File: src/rtl/scan_pkg.sv
// Shared FSM state and chain-select encodings for the scan chain unload controller.
package scan_pkg;

  typedef enum logic [1:0] {
    S_IDLE,
    S_CAPTURE,
    S_SHIFT,
    S_DRAIN
  } state_t;

  localparam logic SD_CAPTURE = 1'b0;
  localparam logic SD_SHIFT   = 1'b1;

endpackage

File: src/rtl/scan_word_packer.sv
// Serial-in, LSB-first word collector with a single output register on a valid/ready port.
// A completed word that cannot move to the output register is held in the collector as pending.
module scan_word_packer
  import scan_pkg::*;
#(
  parameter int CHAIN_LEN = 8,
  parameter int WORD_W    = 4
) (
  input  logic              CK,
  input  logic              CD,
  input  logic              sample_en,
  input  logic              sample_bit,
  input  logic              out_ready,
  output logic              pending_nxt,
  output logic              final_sample,
  output logic [WORD_W-1:0] out_data,
  output logic              out_valid,
  output logic              out_last
);

  localparam int BW = $clog2(CHAIN_LEN + 1);
  localparam int IW = $clog2(WORD_W + 1);

  logic [BW-1:0]     bit_cnt;
  logic [IW-1:0]     idx;
  logic [WORD_W-1:0] col;
  logic [WORD_W-1:0] col_nxt;
  logic              pending;
  logic              pend_last;
  logic              word_done;
  logic              out_free;

  always_comb begin
    out_free     = !out_valid || out_ready;
    final_sample = sample_en && (bit_cnt == BW'(CHAIN_LEN - 1));
    word_done    = sample_en && ((idx == IW'(WORD_W - 1)) || final_sample);
    col_nxt      = col | (WORD_W'(sample_bit) << idx);
    // Lets the controller register chain_sp low in the same cycle a word becomes stuck.
    pending_nxt  = !out_free && (pending || word_done);
  end

  always_ff @(posedge CK) begin
    if (CD) begin
      bit_cnt   <= '0;
      idx       <= '0;
      col       <= '0;
      pending   <= 1'b0;
      pend_last <= 1'b0;
      out_data  <= '0;
      out_valid <= 1'b0;
      out_last  <= 1'b0;
    end else begin
      if (out_valid && out_ready) begin
        out_valid <= 1'b0;
      end
      if (sample_en) begin
        bit_cnt <= final_sample ? '0 : bit_cnt + BW'(1);
        if (word_done) begin
          idx <= '0;
          if (out_free) begin
            out_data  <= col_nxt;
            out_valid <= 1'b1;
            out_last  <= final_sample;
            col       <= '0;
          end else begin
            col       <= col_nxt;
            pending   <= 1'b1;
            pend_last <= final_sample;
          end
        end else begin
          col <= col_nxt;
          idx <= idx + IW'(1);
        end
      end else if (pending && out_free) begin
        out_data  <= col;
        out_valid <= 1'b1;
        out_last  <= pend_last;
        col       <= '0;
        pending   <= 1'b0;
      end
    end
  end

endmodule

File: src/rtl/scan_chain_reader.sv
// Unload controller for one load-mux scan chain: capture functional state once,
// shift the chain out serially, and hand packed words to a valid/ready consumer.
module scan_chain_reader
  import scan_pkg::*;
#(
  parameter int   CHAIN_LEN = 8,
  parameter int   WORD_W    = 4,
  parameter logic FILL      = 1'b0
) (
  input  logic              CK,
  input  logic              CD,
  input  logic              start,
  output logic              busy,
  output logic              done,
  output logic              chain_sp,
  output logic              chain_sd,
  output logic              chain_si,
  input  logic              chain_so,
  output logic [WORD_W-1:0] out_data,
  output logic              out_valid,
  input  logic              out_ready,
  output logic              out_last
);

  state_t state;
  logic   sample_en;
  logic   pending_nxt;
  logic   final_sample;

  assign chain_si  = FILL;
  assign sample_en = chain_sp && (chain_sd == SD_SHIFT);

  scan_word_packer #(
    .CHAIN_LEN(CHAIN_LEN),
    .WORD_W   (WORD_W)
  ) u_packer (
    .CK          (CK),
    .CD          (CD),
    .sample_en   (sample_en),
    .sample_bit  (chain_so),
    .out_ready   (out_ready),
    .pending_nxt (pending_nxt),
    .final_sample(final_sample),
    .out_data    (out_data),
    .out_valid   (out_valid),
    .out_last    (out_last)
  );

  always_ff @(posedge CK) begin
    if (CD) begin
      state    <= S_IDLE;
      busy     <= 1'b0;
      done     <= 1'b0;
      chain_sp <= 1'b0;
      chain_sd <= SD_CAPTURE;
    end else begin
      done <= 1'b0;
      case (state)
        S_IDLE: begin
          if (start) begin
            state    <= S_CAPTURE;
            busy     <= 1'b1;
            chain_sp <= 1'b1;
            chain_sd <= SD_CAPTURE;
          end
        end
        S_CAPTURE: begin
          state    <= S_SHIFT;
          chain_sp <= 1'b1;
          chain_sd <= SD_SHIFT;
        end
        S_SHIFT: begin
          if (final_sample) begin
            state    <= S_DRAIN;
            chain_sp <= 1'b0;
          end else begin
            chain_sp <= !pending_nxt;
          end
        end
        S_DRAIN: begin
          if (out_valid && out_ready && out_last) begin
            state    <= S_IDLE;
            busy     <= 1'b0;
            done     <= 1'b1;
            chain_sd <= SD_CAPTURE;
          end
        end
        default: state <= S_IDLE;
      endcase
    end
  end

endmodule
File: config.mk
export PLATFORM = sky130hd
export DESIGN_NAME = scan_chain_reader
export DESIGN_NICKNAME = d
export VERILOG_FILES = /design/src/rtl/scan_pkg.sv /design/src/rtl/scan_word_packer.sv /design/src/rtl/scan_chain_reader.sv
export SDC_FILE = /design/constraint.sdc
export NUM_CORES = 1
export LEC_CHECK = 0
export ABC_CLOCK_PERIOD_IN_PS = 1750
export CORE_UTILIZATION = 53
export CTS_CLUSTER_SIZE = 28
export DETAILED_ROUTE_END_ITERATION = 12
export PLACE_DENSITY = 0.88
export SYNTH_ARGS = -nofsm -noshare
export SYNTH_HDL_FRONTEND = slang
export SYNTH_SLANG_ARGS = --single-unit
File: constraint.sdc
create_clock -name CK -period 1.75 [get_ports CK]
set_input_delay 0.35 -clock CK [delete_from_list [all_inputs] [get_ports CK]]
set_output_delay 0.35 -clock CK [all_outputs]
set_load 0.01 [all_outputs]
== Yosys cells after proc, flatten, opt, wreduce, memory -nomap -nowiden ==
Cells that the tools add are included.

* Register bits: 25
* Output and inout bits: 11
* Word-level logic and storage cells: 91
* Input bits: 5

* Muxes and demuxes: 35
* Equal/unequal tests: 11
* Shift-type cells: 1
* Reduce and logical (&&, ||, !) cells: 26
* Add/subtract/negate cells: 2
* Bitwise operators: 3

{| class="wikitable"
|+ Operator list
! kind !! count
|-
| two-way mux 4 bit || 9
|-
| two-way mux 1 bit || 18
|-
| AND reduction 3 bit || 6
|-
| != test 2 bit, second input constant || 5
|-
| one-hot mux 2 bit (4 select lines) || 1
|-
| logical AND 1 bit || 7
|-
| two-way mux 2 bit || 3
|-
| one-hot mux 1 bit (3 select lines) || 2
|-
| nonzero test 3 bit || 2
|-
| adder 4 x 1 -> 4 bit, second input constant || 1
|-
| equality test 2 bit, second input constant || 2
|-
| equality test 4 x 3 -> 1 bit, second input constant || 1
|-
| bitwise OR 4 bit || 1
|-
| nonzero test 2 bit || 2
|-
| << shifter 1 x 3 -> 4 bit || 1
|-
| adder 3 x 1 -> 3 bit, second input constant || 1
|-
| equality test 3 x 2 -> 1 bit, second input constant || 1
|-
| zero test 1 bit || 3
|-
| logical OR 1 bit || 3
|-
| two-way mux 3 bit || 1
|-
| equality test 2 x 1 -> 1 bit, second input constant || 1
|-
| zero test 2 bit || 1
|-
| != test 2 x 1 -> 1 bit, second input constant || 1
|-
| NOT 1 bit || 2
|-
| 3 further kinds || 3
|}

== Logic depth before layout (Yosys ltp) ==
* Depth in word-level cells: 9
* Depth in mapped cells: 7

== Cells and area by module ==
Synthesis repeated with hierarchy kept, for this count alone.

* Cell total of the unflattened synthesis: 139
* Area total of the unflattened synthesis: 1260.0 um^2

{| class="wikitable"
|+ By module, submodules not included
! module !! sequential area each (um^2) !! cells each !! area each (um^2) !! instances
|-
| scan_word_packer || 380.4 || 101 || 909.6 || 1
|-
| scan_chain_reader || 120.1 || 38 || 350.3 || 1
|}

== Worst setup path before layout ==
Ideal clock, no wire load.

* Kind: register to register
* From: register u_packer.idx[1]
* To: register u_packer.out_data[3]
* Data arrival time: 1.523 ns
* Cell stages (with the launch flop): 8
* Period minus slack after synthesis: 1.602 ns
* Buffers on the path: 1
* Path slack: 0.148 ns
* Setup time: 0.079 ns
* Required time: 1.671 ns
* Path through: dfxtp_1 ha_1 ha_1 inv_1 a311oi_4 buf_6 nor2_2 a211oi_2

* Word-level cells in the longest chain between the ends: 5

{| class="wikitable"
|+ Ends and longest elaborated chain
! element !! line !! text
|-
| start, declared || scan_word_packer.sv:25 || <nowiki>logic [IW-1:0] idx;</nowiki>
|-
| start signal, assigned || scan_word_packer.sv:72 || <nowiki>idx <= idx + IW'(1);</nowiki>
|-
| equality test 3 x 2 -> 1 bit or << shifter 1 x 3 -> 4 bit (tied branches) || scan_word_packer.sv:36, scan_word_packer.sv:37 ||
|-
| logical OR 1 bit or bitwise OR 4 bit (tied branches) || scan_word_packer.sv:36, scan_word_packer.sv:37 ||
|-
| logical AND 1 bit or two-way mux 4 bit (tied branches) || scan_word_packer.sv:36, scan_word_packer.sv:60 ||
|-
| != test 2 bit (no line) or two-way mux 4 bit (tied branches) || n/a ||
|-
| AND reduction 3 bit (no line) or two-way mux 4 bit (tied branches) || n/a ||
|-
| end signal, assigned || scan_word_packer.sv:61 || <nowiki>out_data <= col_nxt;</nowiki>
|-
| end signal, assigned || scan_word_packer.sv:75 || <nowiki>out_data <= col;</nowiki>
|-
| end, declared || scan_word_packer.sv:16 || <nowiki>output logic [WORD_W-1:0] out_data,</nowiki>
|}

Several ways; a longest one is shown, not always the timed one. The select of a mux whose other input is x is not followed.
A chain may end at the register's enable or synchronous reset.

== Worst setup path in the final report ==
* From: register chain_sd
* To: output port chain_sd

{| class="wikitable"
|+ RTL lines
! element !! line !! text
|-
| start, declared || scan_chain_reader.sv:16 || <nowiki>output logic chain_sd,</nowiki>
|-
| start signal, assigned || scan_chain_reader.sv:55 || <nowiki>chain_sd <= SD_CAPTURE;</nowiki>
|-
| start signal, assigned || scan_chain_reader.sv:64 || <nowiki>chain_sd <= SD_CAPTURE;</nowiki>
|-
| start signal, assigned || scan_chain_reader.sv:70 || <nowiki>chain_sd <= SD_SHIFT;</nowiki>
|}

No word-level cell between the ends.

==> flow_summary.json <==
{
  "status": "finished clean",
  "post_cts_buffers": 0,
  "dieArea_um2": 2460,
  "clk_pin_slew_ns": 0.13,
  "fin_skew_ns": 0.00399,
  "max_freq_ghz": 0.602,
  "async_reset_ff_frac": 0,
  "crit_chain": "clkdlybuf4s50_1",
  "cts_tree": "yes",
  "critical_path_buf_inv_count": 1,
  "hp-class": "reg2reg",
  "synthCells": 133,
  "numCtsBuffers": 3,
  "clock-root-buffer": "clkbuf_4",
  "ios": 16,
  "crit_family": "buffers and inverters",
  "cts_sinks": 25,
  "postRouteAntennaNets": 0,
  "initial_utilization": 0.589,
  "dr.pass1.iters": 4,
  "setup_tns_ns": 0,
  "finalHoldViolCount": 0,
  "power-per-cell-area_nw_per_um2": 1040,
  "drc": 0,
  "synth_top_area_cell": "dfxtp_1",
  "power_uw": 1480,
  "synthFlopType": "dfxtp_1",
  "yosys-top-cells-area": "dfxtp_1 (42%), ha_1 (7.3%), a21oi_1 (5.0%), nor2_1 (4.7%), a211oi_1 (3.1%)",
  "cts.repair.resized": 0,
  "die_w_um": 49.6,
  "min_from": "u_packer.bit_cnt[1]",
  "place_congestion": 0.795,
  "critPathArrivalTime_ns": 1.31,
  "worstPathRequired_ns": 1.40,
  "worstSetupEndpointType": "output pin",
  "crit_fanout": 5,
  "clk_path_buf_depth": 2,
  "period_share": 0.949,
  "r2r_slack_ns": 0.12,
  "r2r_end": "chain_sd",
  "hold_depth": 2,
  "min_to": "u_packer.bit_cnt[1]",
  "multiInputGateArea_um2": 641,
  "reg2reg_depth": 6,
  "synth-edff-count": 0,
  "worstReg2RegStart": "state[0]",
  "vias": 1012,
  "finalMaxSlewViolations": 0,
  "synthDistinctLibCells": 37,
  "rsz0062_at_grt": "false",
  "hpwl_mm": 1.77,
  "rows": 16,
  "crit_cells": 1,
  "area_growth_pct": 18.8,
  "nFillCells": 165,
  "crit_type": "reg2out",
  "synth_area_um2": 1200,
  "grt_pass1_vias": 963,
  "yosysTopAreaCellShare": 0.416,
  "setup_violations": 0,
  "yosysWarnings": 0,
  "num-nets-final": 164,
  "core_um2": 2040,
  "fp.dieH_um": 49.6,
  "max-cap-violations": 0,
  "h-tree-depth": 1,
  "diodes": 0,
  "avgSynthCellArea_um2": 9.04,
  "drtIter0Drc": 29,
  "clock_latency_ns": 0.32,
  "layout-drive-gt1-share": 0.119,
  "synthTopCellsByCount": "dfxtp_1 (25), nor2_1 (15), a21oi_1 (12)",
  "grt_pass1_wl_mm": 3.98,
  "crit_path_top_delay_cell": "clkdlybuf4s50_1",
  "grt_overflow_total": 0,
  "synth_most_common_cell": "dfxtp_1",
  "register_area_um2": 500,
  "grt_max_degree": 20,
  "wire_per_inst_um": 13.4,
  "cp_slowest_stage_delay_ns": 0.56,
  "io_buffer_count": 14,
  "routed_wl_mm": 2.39,
  "post_drt_via_cell_ratio": 5.69,
  "synth_seq_area_share": 0.416,
  "antenna_found_initial": 0,
  "syn_nets": 145,
  "start_kind": "flip-flop",
  "ys_ff_latch": 25,
  "track_usage": 0.211,
  "layout_min_cycle_time_ns": 1.66,
  "hold_buffers": 0,
  "p_leak_uw": 0.000565,
  "irDropWorstVdd_mv": 0.733
}
-- flip-flops by register name, indices dropped and copies added, names as in the netlist, 2 cells and up --
| name | count |
|---|---|
| u_packer.col | 4 |
| u_packer.out_data | 4 |
| state | 2 |
| u_packer.bit_cnt | 4 |
| u_packer.idx | 3 |
-- metal layers --
metal | vias to the layer above | wire length (um) | global-route usage
met5 | - | 0 | 0
met4 | 0 | 11 | 0.0429
met3 | 3 | 109 | 0.0648
met2 | 22 | 1240 | 0.401
met1 | 480 | 1030 | 0.224
li1 | 507 | - | -
-- power by group --
group	internal, uW	total [uW]	leakage [uW]	switching, uW
Sequential	639	706	0.000203	67.2
Clock	89.5	259	0.0000150	169
Combinational	265	516	0.000347	251
Total	993	1480	0.000565	488
-- how the worst max path moves through the flow --
stage | startpoint | end | slack, ns
after global routing | chain_sd | chain_sd | 0.02
after CTS | chain_sd | chain_sd | 0.07
after detailed placement | out_ready | chain_sd | -0.03
final | chain_sd | chain_sd | 0.09
after global placement | out_ready | chain_sd | 0.05
after floorplan | u_packer.idx[1] | u_packer.out_data[3] | 0.15
-- stage by stage --
step / cells / utilization / instance area, um^2 / hold WS, ns / setup WS [ns]
after floorplan: 133 / - / 1200 / 0.454 / 0.148
final: 178 / 0.700 / 1430 / 0.497 / 0.0884
after CTS: 178 / 0.700 / 1430 / 0.497 / 0.0726
after detailed placement: 174 / 0.687 / 1400 / 0.477 / -0.0306
after global placement: 174 / 0.687 / 1400 / 0.462 / 0.0512
after global routing: 178 / 0.700 / 1430 / 0.527 / 0.0161
-- logic make-up after synthesis --
logic type      count (synthesis)  share of synthesized area
simple gates                   44                      0.196
buf+inv                        13                     0.0510
fa+ha+maj                       7                     0.0728
xor+xnor                        2                     0.0146
compound gates                 37                      0.212
flops                          25                      0.416
other cells                     1                    0.00312
mux                             4                     0.0343
-- final cells by class --
cell class	count	area share
Tap cell	27	0.0236
Timing Repair Buffer	21	0.144
Clock buffer	4	0.0184
Inverter	6	0.0158
Sequential cell	25	0.350
Multi-Input combinational cell	95	0.448
-- layout by cell type (no fill, tap or decap), types with 3 or more instances in the layout --
cell / count
a211oi_1: 5
a21oi_1: 12
a31oi_1: 6
buf_4: 6
clkbuf_4: 3
clkdlybuf4s50_1: 14
dfxtp_1: 25
ha_1: 7
inv_1: 6
mux2i_1: 3
nand2_1: 5
nand2b_1: 3
nand3_1: 3
nor2_1: 15
nor3_1: 7
o21ai_0: 5
(Power assumes the default switching activity.)
